## src/rtl/mem_port_arbiter_if.sv

```systemverilog
// Tagged memory port bundle: command, write data and response channels.
// The requester drives the master side and the memory drives the slave side.
interface mem_port_arbiter_if #(
    parameter int unsigned ADDR_BITS = 26,
    parameter int unsigned TAG_BITS  = 5,
    parameter int unsigned DATA_BITS = 128
) ();

    logic                 req_cmd_valid;
    logic                 req_cmd_ready;
    logic                 req_cmd_bits_rw;
    logic [ADDR_BITS-1:0] req_cmd_bits_addr;
    logic [TAG_BITS-1:0]  req_cmd_bits_tag;

    logic                 req_data_valid;
    logic                 req_data_ready;
    logic [DATA_BITS-1:0] req_data_bits_data;

    logic                 resp_valid;
    logic                 resp_ready;
    logic [TAG_BITS-1:0]  resp_bits_tag;
    logic [DATA_BITS-1:0] resp_bits_data;

    modport master (
        output req_cmd_valid, req_cmd_bits_rw, req_cmd_bits_addr, req_cmd_bits_tag,
        output req_data_valid, req_data_bits_data,
        output resp_ready,
        input  req_cmd_ready, req_data_ready,
        input  resp_valid, resp_bits_tag, resp_bits_data
    );

    modport slave (
        input  req_cmd_valid, req_cmd_bits_rw, req_cmd_bits_addr, req_cmd_bits_tag,
        input  req_data_valid, req_data_bits_data,
        input  resp_ready,
        output req_cmd_ready, req_data_ready,
        output resp_valid, resp_bits_tag, resp_bits_data
    );

endinterface

```

## src/rtl/mem_port_arbiter.sv

```systemverilog
// Round-robin arbiter sharing one tagged memory port between two requesters.
// Writes lock the data channel to their owner; responses route by the tag MSB.
module mem_port_arbiter #(
    parameter int unsigned ADDR_BITS  = 26,
    parameter int unsigned TAG_BITS   = 5,
    parameter int unsigned DATA_BITS  = 128,
    parameter int unsigned DATA_BEATS = 4
) (
    input  logic                  clk,
    input  logic                  reset,
    mem_port_arbiter_if.slave     io_in0,
    mem_port_arbiter_if.slave     io_in1,
    mem_port_arbiter_if.master    io_out
);

    localparam int unsigned BEAT_W = (DATA_BEATS > 1) ? $clog2(DATA_BEATS) : 1;

    typedef enum logic {
        IDLE  = 1'b0,
        WDATA = 1'b1
    } state_t;

    state_t              state;
    logic                prio;
    logic                hold;
    logic                hold_id;
    logic                owner;
    logic [BEAT_W-1:0]   beat;

    logic                grant_c;
    logic                cmd_open_c;
    logic                cmd_valid_c;
    logic                cmd_fire_c;
    logic                data_open_c;
    logic                data_valid_c;
    logic                data_fire_c;
    logic                last_beat_c;
    logic                resp_dst_c;
    logic                sel_rw_c;
    logic [ADDR_BITS-1:0] sel_addr_c;
    logic [TAG_BITS-1:0]  sel_tag_c;
    logic [DATA_BITS-1:0] sel_data_c;

    // Grant: a stalled command keeps its grant; otherwise round-robin on contention.
    always_comb begin
        grant_c = 1'b0;
        if (hold) begin
            grant_c = hold_id;
        end else if (io_in0.req_cmd_valid && io_in1.req_cmd_valid) begin
            grant_c = prio;
        end else if (io_in1.req_cmd_valid) begin
            grant_c = 1'b1;
        end
    end

    // Command channel, open only in IDLE and never during reset.
    assign cmd_open_c  = !reset && (state == IDLE);
    assign cmd_valid_c = cmd_open_c &&
                         (grant_c ? io_in1.req_cmd_valid : io_in0.req_cmd_valid);
    assign cmd_fire_c  = cmd_valid_c && io_out.req_cmd_ready;

    assign sel_rw_c   = grant_c ? io_in1.req_cmd_bits_rw   : io_in0.req_cmd_bits_rw;
    assign sel_addr_c = grant_c ? io_in1.req_cmd_bits_addr : io_in0.req_cmd_bits_addr;
    assign sel_tag_c  = grant_c ? io_in1.req_cmd_bits_tag  : io_in0.req_cmd_bits_tag;

    assign io_out.req_cmd_valid     = cmd_valid_c;
    assign io_out.req_cmd_bits_rw   = sel_rw_c;
    assign io_out.req_cmd_bits_addr = sel_addr_c;
    assign io_out.req_cmd_bits_tag  = {grant_c, sel_tag_c};
    assign io_in0.req_cmd_ready     = cmd_open_c && !grant_c && io_out.req_cmd_ready;
    assign io_in1.req_cmd_ready     = cmd_open_c &&  grant_c && io_out.req_cmd_ready;

    // Write-data channel, owned by the requester whose write command fired.
    assign data_open_c  = !reset && (state == WDATA);
    assign data_valid_c = data_open_c &&
                          (owner ? io_in1.req_data_valid : io_in0.req_data_valid);
    assign data_fire_c  = data_valid_c && io_out.req_data_ready;
    assign last_beat_c  = (beat == BEAT_W'(DATA_BEATS - 1));
    assign sel_data_c   = owner ? io_in1.req_data_bits_data : io_in0.req_data_bits_data;

    assign io_out.req_data_valid     = data_valid_c;
    assign io_out.req_data_bits_data = sel_data_c;
    assign io_in0.req_data_ready     = data_open_c && !owner && io_out.req_data_ready;
    assign io_in1.req_data_ready     = data_open_c &&  owner && io_out.req_data_ready;

    // Response steering by the tag MSB; independent of arbitration state.
    assign resp_dst_c = io_out.resp_bits_tag[TAG_BITS];

    assign io_in0.resp_valid     = !reset && io_out.resp_valid && !resp_dst_c;
    assign io_in1.resp_valid     = !reset && io_out.resp_valid &&  resp_dst_c;
    assign io_in0.resp_bits_tag  = io_out.resp_bits_tag[TAG_BITS-1:0];
    assign io_in1.resp_bits_tag  = io_out.resp_bits_tag[TAG_BITS-1:0];
    assign io_in0.resp_bits_data = io_out.resp_bits_data;
    assign io_in1.resp_bits_data = io_out.resp_bits_data;
    assign io_out.resp_ready     = !reset &&
                                   (resp_dst_c ? io_in1.resp_ready : io_in0.resp_ready);

    // Arbitration and write-burst state.
    always_ff @(posedge clk) begin
        if (reset) begin
            state   <= IDLE;
            prio    <= 1'b0;
            hold    <= 1'b0;
            hold_id <= 1'b0;
            owner   <= 1'b0;
            beat    <= '0;
        end else begin
            case (state)
                IDLE: begin
                    if (cmd_fire_c) begin
                        prio <= ~grant_c;
                        hold <= 1'b0;
                        if (sel_rw_c) begin
                            state <= WDATA;
                            owner <= grant_c;
                            beat  <= '0;
                        end
                    end else if (cmd_valid_c) begin
                        hold    <= 1'b1;
                        hold_id <= grant_c;
                    end
                end
                WDATA: begin
                    if (data_fire_c) begin
                        if (last_beat_c) begin
                            state <= IDLE;
                            beat  <= '0;
                        end else begin
                            beat <= beat + BEAT_W'(1);
                        end
                    end
                end
                default: state <= IDLE;
            endcase
        end
    end

endmodule

```

## src/flat_wrapper.sv

```systemverilog
// flat-port wrapper written by rule: the top's interface ports become plain ports
module mem_port_arbiter_flat 
#(
    parameter int unsigned ADDR_BITS  = 26,
    parameter int unsigned TAG_BITS   = 5,
    parameter int unsigned DATA_BITS  = 128,
    parameter int unsigned DATA_BEATS = 4
)
  (clk, reset, io_in0_req_cmd_valid, io_in0_req_cmd_bits_rw, io_in0_req_cmd_bits_addr, io_in0_req_cmd_bits_tag, io_in0_req_data_valid, io_in0_req_data_bits_data, io_in0_resp_ready, io_in0_req_cmd_ready, io_in0_req_data_ready, io_in0_resp_valid, io_in0_resp_bits_tag, io_in0_resp_bits_data, io_in1_req_cmd_valid, io_in1_req_cmd_bits_rw, io_in1_req_cmd_bits_addr, io_in1_req_cmd_bits_tag, io_in1_req_data_valid, io_in1_req_data_bits_data, io_in1_resp_ready, io_in1_req_cmd_ready, io_in1_req_data_ready, io_in1_resp_valid, io_in1_resp_bits_tag, io_in1_resp_bits_data, io_out_req_cmd_valid, io_out_req_cmd_bits_rw, io_out_req_cmd_bits_addr, io_out_req_cmd_bits_tag, io_out_req_data_valid, io_out_req_data_bits_data, io_out_resp_ready, io_out_req_cmd_ready, io_out_req_data_ready, io_out_resp_valid, io_out_resp_bits_tag, io_out_resp_bits_data);
  mem_port_arbiter_if #(.ADDR_BITS(ADDR_BITS), .TAG_BITS(TAG_BITS), .DATA_BITS(DATA_BITS)) io_in0_i ();
  mem_port_arbiter_if #(.ADDR_BITS(ADDR_BITS), .TAG_BITS(TAG_BITS), .DATA_BITS(DATA_BITS)) io_in1_i ();
  mem_port_arbiter_if #(.ADDR_BITS(ADDR_BITS), .TAG_BITS(TAG_BITS), .DATA_BITS(DATA_BITS)) io_out_i ();
  input  logic clk;
  input  logic reset;
  input wire logic [$bits(io_in0_i.req_cmd_valid)-1:0] io_in0_req_cmd_valid;
  input wire logic [$bits(io_in0_i.req_cmd_bits_rw)-1:0] io_in0_req_cmd_bits_rw;
  input wire logic [$bits(io_in0_i.req_cmd_bits_addr)-1:0] io_in0_req_cmd_bits_addr;
  input wire logic [$bits(io_in0_i.req_cmd_bits_tag)-1:0] io_in0_req_cmd_bits_tag;
  input wire logic [$bits(io_in0_i.req_data_valid)-1:0] io_in0_req_data_valid;
  input wire logic [$bits(io_in0_i.req_data_bits_data)-1:0] io_in0_req_data_bits_data;
  input wire logic [$bits(io_in0_i.resp_ready)-1:0] io_in0_resp_ready;
  output wire logic [$bits(io_in0_i.req_cmd_ready)-1:0] io_in0_req_cmd_ready;
  output wire logic [$bits(io_in0_i.req_data_ready)-1:0] io_in0_req_data_ready;
  output wire logic [$bits(io_in0_i.resp_valid)-1:0] io_in0_resp_valid;
  output wire logic [$bits(io_in0_i.resp_bits_tag)-1:0] io_in0_resp_bits_tag;
  output wire logic [$bits(io_in0_i.resp_bits_data)-1:0] io_in0_resp_bits_data;
  input wire logic [$bits(io_in1_i.req_cmd_valid)-1:0] io_in1_req_cmd_valid;
  input wire logic [$bits(io_in1_i.req_cmd_bits_rw)-1:0] io_in1_req_cmd_bits_rw;
  input wire logic [$bits(io_in1_i.req_cmd_bits_addr)-1:0] io_in1_req_cmd_bits_addr;
  input wire logic [$bits(io_in1_i.req_cmd_bits_tag)-1:0] io_in1_req_cmd_bits_tag;
  input wire logic [$bits(io_in1_i.req_data_valid)-1:0] io_in1_req_data_valid;
  input wire logic [$bits(io_in1_i.req_data_bits_data)-1:0] io_in1_req_data_bits_data;
  input wire logic [$bits(io_in1_i.resp_ready)-1:0] io_in1_resp_ready;
  output wire logic [$bits(io_in1_i.req_cmd_ready)-1:0] io_in1_req_cmd_ready;
  output wire logic [$bits(io_in1_i.req_data_ready)-1:0] io_in1_req_data_ready;
  output wire logic [$bits(io_in1_i.resp_valid)-1:0] io_in1_resp_valid;
  output wire logic [$bits(io_in1_i.resp_bits_tag)-1:0] io_in1_resp_bits_tag;
  output wire logic [$bits(io_in1_i.resp_bits_data)-1:0] io_in1_resp_bits_data;
  output wire logic [$bits(io_out_i.req_cmd_valid)-1:0] io_out_req_cmd_valid;
  output wire logic [$bits(io_out_i.req_cmd_bits_rw)-1:0] io_out_req_cmd_bits_rw;
  output wire logic [$bits(io_out_i.req_cmd_bits_addr)-1:0] io_out_req_cmd_bits_addr;
  output wire logic [$bits(io_out_i.req_cmd_bits_tag)-1:0] io_out_req_cmd_bits_tag;
  output wire logic [$bits(io_out_i.req_data_valid)-1:0] io_out_req_data_valid;
  output wire logic [$bits(io_out_i.req_data_bits_data)-1:0] io_out_req_data_bits_data;
  output wire logic [$bits(io_out_i.resp_ready)-1:0] io_out_resp_ready;
  input wire logic [$bits(io_out_i.req_cmd_ready)-1:0] io_out_req_cmd_ready;
  input wire logic [$bits(io_out_i.req_data_ready)-1:0] io_out_req_data_ready;
  input wire logic [$bits(io_out_i.resp_valid)-1:0] io_out_resp_valid;
  input wire logic [$bits(io_out_i.resp_bits_tag)-1:0] io_out_resp_bits_tag;
  input wire logic [$bits(io_out_i.resp_bits_data)-1:0] io_out_resp_bits_data;
  assign io_in0_i.req_cmd_valid = io_in0_req_cmd_valid;
  assign io_in0_i.req_cmd_bits_rw = io_in0_req_cmd_bits_rw;
  assign io_in0_i.req_cmd_bits_addr = io_in0_req_cmd_bits_addr;
  assign io_in0_i.req_cmd_bits_tag = io_in0_req_cmd_bits_tag;
  assign io_in0_i.req_data_valid = io_in0_req_data_valid;
  assign io_in0_i.req_data_bits_data = io_in0_req_data_bits_data;
  assign io_in0_i.resp_ready = io_in0_resp_ready;
  assign io_in0_req_cmd_ready = io_in0_i.req_cmd_ready;
  assign io_in0_req_data_ready = io_in0_i.req_data_ready;
  assign io_in0_resp_valid = io_in0_i.resp_valid;
  assign io_in0_resp_bits_tag = io_in0_i.resp_bits_tag;
  assign io_in0_resp_bits_data = io_in0_i.resp_bits_data;
  assign io_in1_i.req_cmd_valid = io_in1_req_cmd_valid;
  assign io_in1_i.req_cmd_bits_rw = io_in1_req_cmd_bits_rw;
  assign io_in1_i.req_cmd_bits_addr = io_in1_req_cmd_bits_addr;
  assign io_in1_i.req_cmd_bits_tag = io_in1_req_cmd_bits_tag;
  assign io_in1_i.req_data_valid = io_in1_req_data_valid;
  assign io_in1_i.req_data_bits_data = io_in1_req_data_bits_data;
  assign io_in1_i.resp_ready = io_in1_resp_ready;
  assign io_in1_req_cmd_ready = io_in1_i.req_cmd_ready;
  assign io_in1_req_data_ready = io_in1_i.req_data_ready;
  assign io_in1_resp_valid = io_in1_i.resp_valid;
  assign io_in1_resp_bits_tag = io_in1_i.resp_bits_tag;
  assign io_in1_resp_bits_data = io_in1_i.resp_bits_data;
  assign io_out_req_cmd_valid = io_out_i.req_cmd_valid;
  assign io_out_req_cmd_bits_rw = io_out_i.req_cmd_bits_rw;
  assign io_out_req_cmd_bits_addr = io_out_i.req_cmd_bits_addr;
  assign io_out_req_cmd_bits_tag = io_out_i.req_cmd_bits_tag;
  assign io_out_req_data_valid = io_out_i.req_data_valid;
  assign io_out_req_data_bits_data = io_out_i.req_data_bits_data;
  assign io_out_resp_ready = io_out_i.resp_ready;
  assign io_out_i.req_cmd_ready = io_out_req_cmd_ready;
  assign io_out_i.req_data_ready = io_out_req_data_ready;
  assign io_out_i.resp_valid = io_out_resp_valid;
  assign io_out_i.resp_bits_tag = io_out_resp_bits_tag;
  assign io_out_i.resp_bits_data = io_out_resp_bits_data;
  mem_port_arbiter #(.ADDR_BITS(ADDR_BITS), .TAG_BITS(TAG_BITS), .DATA_BITS(DATA_BITS), .DATA_BEATS(DATA_BEATS)) u_core (.clk(clk), .reset(reset), .io_in0(io_in0_i), .io_in1(io_in1_i), .io_out(io_out_i));
endmodule
```

## config.mk

```make
export PLATFORM = sky130hd
export DESIGN_NAME = mem_port_arbiter_flat
export DESIGN_NICKNAME = d
export VERILOG_FILES = /design/src/rtl/mem_port_arbiter_if.sv /design/src/rtl/mem_port_arbiter.sv /design/src/flat_wrapper.sv
export SDC_FILE = /design/constraint.sdc
export NUM_CORES = 1
export LEC_CHECK = 0
export CAP_MARGIN = 25
export CORE_AREA = 2 2 349 351
export DETAILED_ROUTE_END_ITERATION = 10
export DIE_AREA = 0 0 351 353
export GPL_ROUTABILITY_DRIVEN = 0
export MAX_ROUTING_LAYER = met4
export PLACE_DENSITY = 0.3
export SLEW_MARGIN = 25
export SYNTH_ARGS = -nofsm -noshare
export SYNTH_HDL_FRONTEND = slang
export SYNTH_SLANG_ARGS = --single-unit
```

## constraint.sdc

```tcl
create_clock -name clk -period 1.49 [get_ports clk]
set_input_delay 0.3725 -clock clk [delete_from_list [all_inputs] [get_ports clk]]
set_output_delay 0.3725 -clock clk [all_outputs]
set_load 0.02 [all_outputs]
```

Word level (Yosys, flattened, before mapping)

Cells that the tools add are included.
W data, S select, Z words.

Register bits after elaboration: 7
Bits of input ports: 464
Output and inout bits: 435
Logic and storage cells: 60

$add $sub $neg: 1
Eq/ne operators: 4
Muxes and demuxes: 21
Bitwise gates (word level): 3
Reductions and logical operators: 25

Operators with widths:

| cell                  | count |
|---|---|
| $mux W128             | 1 |
| $mux W26              | 1 |
| $logic_and A1 B1 Y1   | 16 |
| $mux W1               | 12 |
| $reduce_and A3 Y1     | 3 |
| $mux W2               | 4 |
| $mux W5               | 1 |
| $ne A2 B2 Y1 const B  | 2 |
| $pmux W2 S2           | 1 |
| $reduce_and A2 Y1     | 2 |
| $logic_not A1 Y1      | 3 |
| $not A1 Y1            | 3 |
| $add A2 B1 Y2 const B | 1 |
| $eq A2 B2 Y1 const B  | 1 |
| $ne A2 B1 Y1 const B  | 1 |
| $pmux W1 S2           | 1 |
| $reduce_bool A2 Y1    | 1 |

Depth between registers and ports, before layout

Word-level depth: 8
Mapped depth: 6
Mapped depth without buffers: 5

Worst setup path before layout

No wires, ideal clock.

Kind: input to output
Start point: input port io_in0_req_cmd_valid
End point: output port io_in1_req_cmd_ready
Arrival: 1.413 ns
Data required time: 1.118 ns
Path slack: -0.296 ns
Cell stages on the path: 5
Buffers on the path: 1
Cell sequence: nor2b_4 > o21ai_4 > clkinv_1 > clkbuf_1 > nor2_1

Cells in the longest elaborated chain, start to end: 5

RTL lines:

| element                          | line                   | text |
|---|---|---|
| start: declaration               | flat_wrapper.sv:15     | `input wire logic [$bits(io_in0_i.req_cmd_valid)-1:0] io_in0_req_cmd_valid;` |
| $logic_and A1 B1 Y1              | mem_port_arbiter.sv:49 | `end else if (io_in0.req_cmd_valid && io_in1.req_cmd_valid) begin` |
| $mux W1                          | mem_port_arbiter.sv:49 |  |
| $mux W1                          | mem_port_arbiter.sv:47 | `if (hold) begin` |
| $logic_and A1 B1 Y1 (2 in a row) | mem_port_arbiter.sv:71 | `assign io_in1.req_cmd_ready = cmd_open_c && grant_c && io_out.req_cmd_ready;` |
| end: declaration                 | flat_wrapper.sv:34     | `output wire logic [$bits(io_in1_i.req_cmd_ready)-1:0] io_in1_req_cmd_ready;` |

No other way between the ends.

Worst setup path in the final report

Start point: register u_core.owner
End point: output port io_out_req_data_bits_data[109]

Cells in the longest elaborated chain, start to end: 1

RTL lines:

| element                  | line                    | text |
|---|---|---|
| start: declaration       | mem_port_arbiter.sv:27  | `logic owner;` |
| start signal: assignment | mem_port_arbiter.sv:115 | `owner <= grant_c;` |
| $mux W128                | mem_port_arbiter.sv:79  | `assign sel_data_c = owner ? io_in1.req_data_bits_data : io_in0.req_data_bits_data;` |
| end: declaration         | flat_wrapper.sv:44      | `output wire logic [$bits(io_out_i.req_data_bits_data)-1:0] io_out_req_data_bits_data;` |

No other way between the ends.

==> results list <==
* Average detailed-routed wire length per instance: 21.09 um
- DR pass1 iterations: 4
- Hold timing on the final database bottoms out at a slack of 0.4913 ns.
- In this run the core area contains 128 standard-cell rows.
- The via count of the first global-routing pass is 5,708.
- In the global route stage, overall resource usage came out at 0.08063.
* Proportion of power drawn by combinational gates: 0.862
* Count of state elements after synthesis: 7
- Crit-path max FO: 5
- In the final layout, the multi-input gates occupy 0.003030 mm^2.
- The worst setup path is launched from a flip-flop.
- CP endpoint kind: output port
* Total of buffers placed on input and output ports: 495
* TritonCTS clock tree: yes
- Fraction of power consumed by the clock network: 0.094
- Of the synthesized area, sequential elements account for 0.03214.
- The completed layout was analyzed and its total power is 4.935 mW.
- Horizontal extent of the die: 351 um
* Post-route setup TNS: -69.06 ns
- Max-cap violations in this run came to 0.
- Register area: 147.6 um^2
* Worst setup path endpoint: io_out_req_data_bits_data[109]
* Setup violators final: 170
- In the detailed route, the total length drawn on met2 is 23,120 um.
- During synthesis, Yosys emitted a total of 0 warnings.
- The die is 353 um tall.
* Total routed wire length on the met1 layer: 20,020 um
* Classification of the worst setup path: flip-flop to output port
- P_int: 2.936 mW
- Summing all non-filler instances in the final layout gives an area of 0.01175 mm^2.
* Place WS: -1.310 ns
- A synthesized cell averages 7.759 um^2.
- The die covers 0.1239 mm^2.
* Arrival time at the worst endpoint: 1.66 ns
- Of the total power, registers draw 0.043.
- VDD sags by at most 0.2096 mV.
- Setup repair after global routing could not meet its margin everywhere.
* Maximum number of pins on one net before global-route repair: 16
* Distinct cell type count of the synthesized netlist: 29
- F_max: 491.7 MHz
* CTS Root Buffer Type: clkbuf_16
* DRT iter0 DRCs: 168
* Post-route antenna net violation count: 0
* Fraction of final layout cells sized beyond drive strength 1: 0.5787
- Total core area: 0.1206 mm^2
- The worst register-to-register path has a depth of 7.
* Worst Hold Class: flip-flop to flip-flop
* Area overhead of the layout relative to synthesis: 169.4%
- First-pass GRT wire length: 62,360 um
- The endpoint identified for the worst register-to-register timing path is u_core.beat[0].
- Total congestion overflow after global routing: 0
- Of the total power, the share spent switching nets is 0.4050.
- Of the available clock period, the critical path in the final layout requires 1.365.
- Number of hold-repair buffers added at the cts stage: 0
- The initial utilization of the core area, before any placement, comes to 0.03616.
- After technology mapping, the gate count stands at 562.
- Filler cell count: 13,960
* PwrDens: 420.0 mW/mm^2
- After the flow finishes, the layout carries non-filler instances totaling 2,492.
- Detailed Route WL: 52,560 um
- In this run, CTS created clock tree buffers numbering 3.
- Final Max Slew Viols: 0
- Once layout is complete, the utilization of the core stands at 0.09742.
- Detailed placement finished with a half-perimeter wire length of 45,770 um.
* Net switching power figure: 1.999 mW
- Smallest setup slack after layout: -0.5439 ns
* Status: complete, but fails checks
* Violated checks: negative setup slack
- Clock-pin slew was measured on the worst setup and hold paths at 0.04 ns.
* Sink count of the clock tree: 7
- For this design the static power due to leakage is 4.480 nW.
* Count of nets after finishing: 1,330
- CP required: 1.12 ns
* Initial antenna violation count: 5
- DR top layer: met4
- Post-place instance area: 0.009906 mm^2
* Register-to-register setup slack: -0.42 ns
* Detail Route met3 WL: 8962 um
- Final hold violations: 0
- Final min period: 2.034 ns
- Startpoint of the lowest-slack register-to-register path: u_core.hold
- Top-level port count: 899
* Ratio of routed vias to standard cells: 2.054
- CTS built an H-tree with a depth of 1.
* Post-route clock skew: 0.002157 ns
- Clock latency at the later pin of the worst-skew pair: 0.23 ns
- In this run the worst setup path begins at u_core.owner.
- Cells after DPL: 2,435
* Post-synthesis instance area: 0.004360 mm^2
- The final route contains 5,118 vias.
- In the routed design, unresolved DRC markers number 0.
* Largest buffer count on any clock path: 2
## critical path, cell delays in order (launching register included)
cell and delay, ns:
dfxtp_4 0.40, buf_12 0.15, buf_16 0.18, buf_8 0.14
buf_6 0.09, mux2_4 0.30, buf_6 0.14
## layout make-up
class / count / share of cell area
Tap cell: 1625 / 0.1731
Timing Repair Buffer: 587 / 0.5480
Sequential cell: 7 / 0.01257
Multi-Input combinational cell: 264 / 0.2579
Antenna cell: 3 / 0.0006390
Clock buffer: 4 / 0.006709
Inverter: 2 / 0.001065
## flip-flops by register name (all words and copies together) (netlist names)
signal / count
u_core.owner: 1
u_core.hold: 1
u_core.state: 1
u_core.prio: 1
u_core.beat: 2
u_core.hold_id: 1
## timing repair
item                       4_1_cts  5_1_grt
resized for setup              684      136
pin swaps                       48       42
cloned                          10        2
setup endpoints to repair      174      173
setup buffers                   41        9
## synth_stat cells
cell type	n	area [um^2]
clkinv_1	1	3.750
a21o_1	1	7.510
nor2_1	9	33.78
buf_2	10	50.05
mux2_4	2	30.03
a311oi_1	1	8.760
a211oi_1	1	7.510
clkbuf_1	12	45.04
nand2_1	96	360.4
and3_1	1	6.260
o21ai_4	1	16.27
mux2_2	128	1441
nor4_1	1	6.260
or3_1	1	6.260
nand2b_4	1	13.76
a21oi_1	2	10.01
inv_1	1	3.750
nor2b_1	3	18.77
nor2_4	1	11.26
dfxtp_1	7	140.1
buf_4	268	2012
nor3_1	2	10.01
ha_1	1	12.51
conb_1	1	3.750
o2bb2ai_1	1	8.760
a21oi_4	1	16.27
nor2b_4	1	13.76
mux2i_1	5	50.05
nand2b_1	2	12.51
## layout by cell type (no fill, tap or decap), drive strengths merged
master / instances
diode: 3
a211oi: 1
and3: 1
ha: 1
o2bb2ai: 1
conb: 2
o21ai: 1
dfxtp: 7
mux2i: 5
mux2: 130
clkdlybuf4s50: 322
a21oi: 3
dlymetal6s2s: 1
nor2: 10
dlygate4sd2: 1
nor4: 1
clkbuf: 10
or3: 1
nand2b: 3
a21o: 1
a311oi: 1
nand2: 96
clkinv: 1
nor3: 2
buf: 257
inv: 1
nor2b: 4
## power by group through the flow
stage / combinational, mW / clock [mW] / sequential, mW
4_1_cts: 4.28 / 0.475 / 0.213
2_1_floorplan: 2.29 / 0 / 0.211
3_3_place_gp: 3.58 / 0 / 0.213
5_1_grt: 4.50 / 0.484 / 0.216
3_5_place_dp: 3.56 / 0 / 0.214
6_report: 4.26 / 0.466 / 0.213
## worst min path at each step
stage	depth (start not counted)	start	endpoint	slack (ns)
2_1_floorplan	2	u_core.beat[1]	u_core.beat[1]	0.46
3_3_place_gp	2	u_core.beat[1]	u_core.beat[1]	0.47
3_5_place_dp	2	u_core.beat[1]	u_core.beat[1]	0.49
4_1_cts	2	u_core.beat[1]	u_core.beat[1]	0.50
5_1_grt	3	io_in0_req_cmd_valid	u_core.owner	0.52
6_report	2	u_core.beat[1]	u_core.beat[1]	0.49
## logic make-up after synthesis
kind of cell / share of synthesized area
buf+inv: 0.4849
mux: 0.3489
compound gates: 0.01722
flops: 0.03214
simple gates: 0.1131
fa+ha+maj: 0.002869
other cells: 0.0008600
## layer usage
layer | track usage | up-vias
li1 | - | 2174
met5 | - | -
met3 | 0.05520 | 22
met2 | 0.1241 | 630
met4 | 0.006695 | 0
met1 | 0.08835 | 2292
Power figures use the tool's default switching activity.
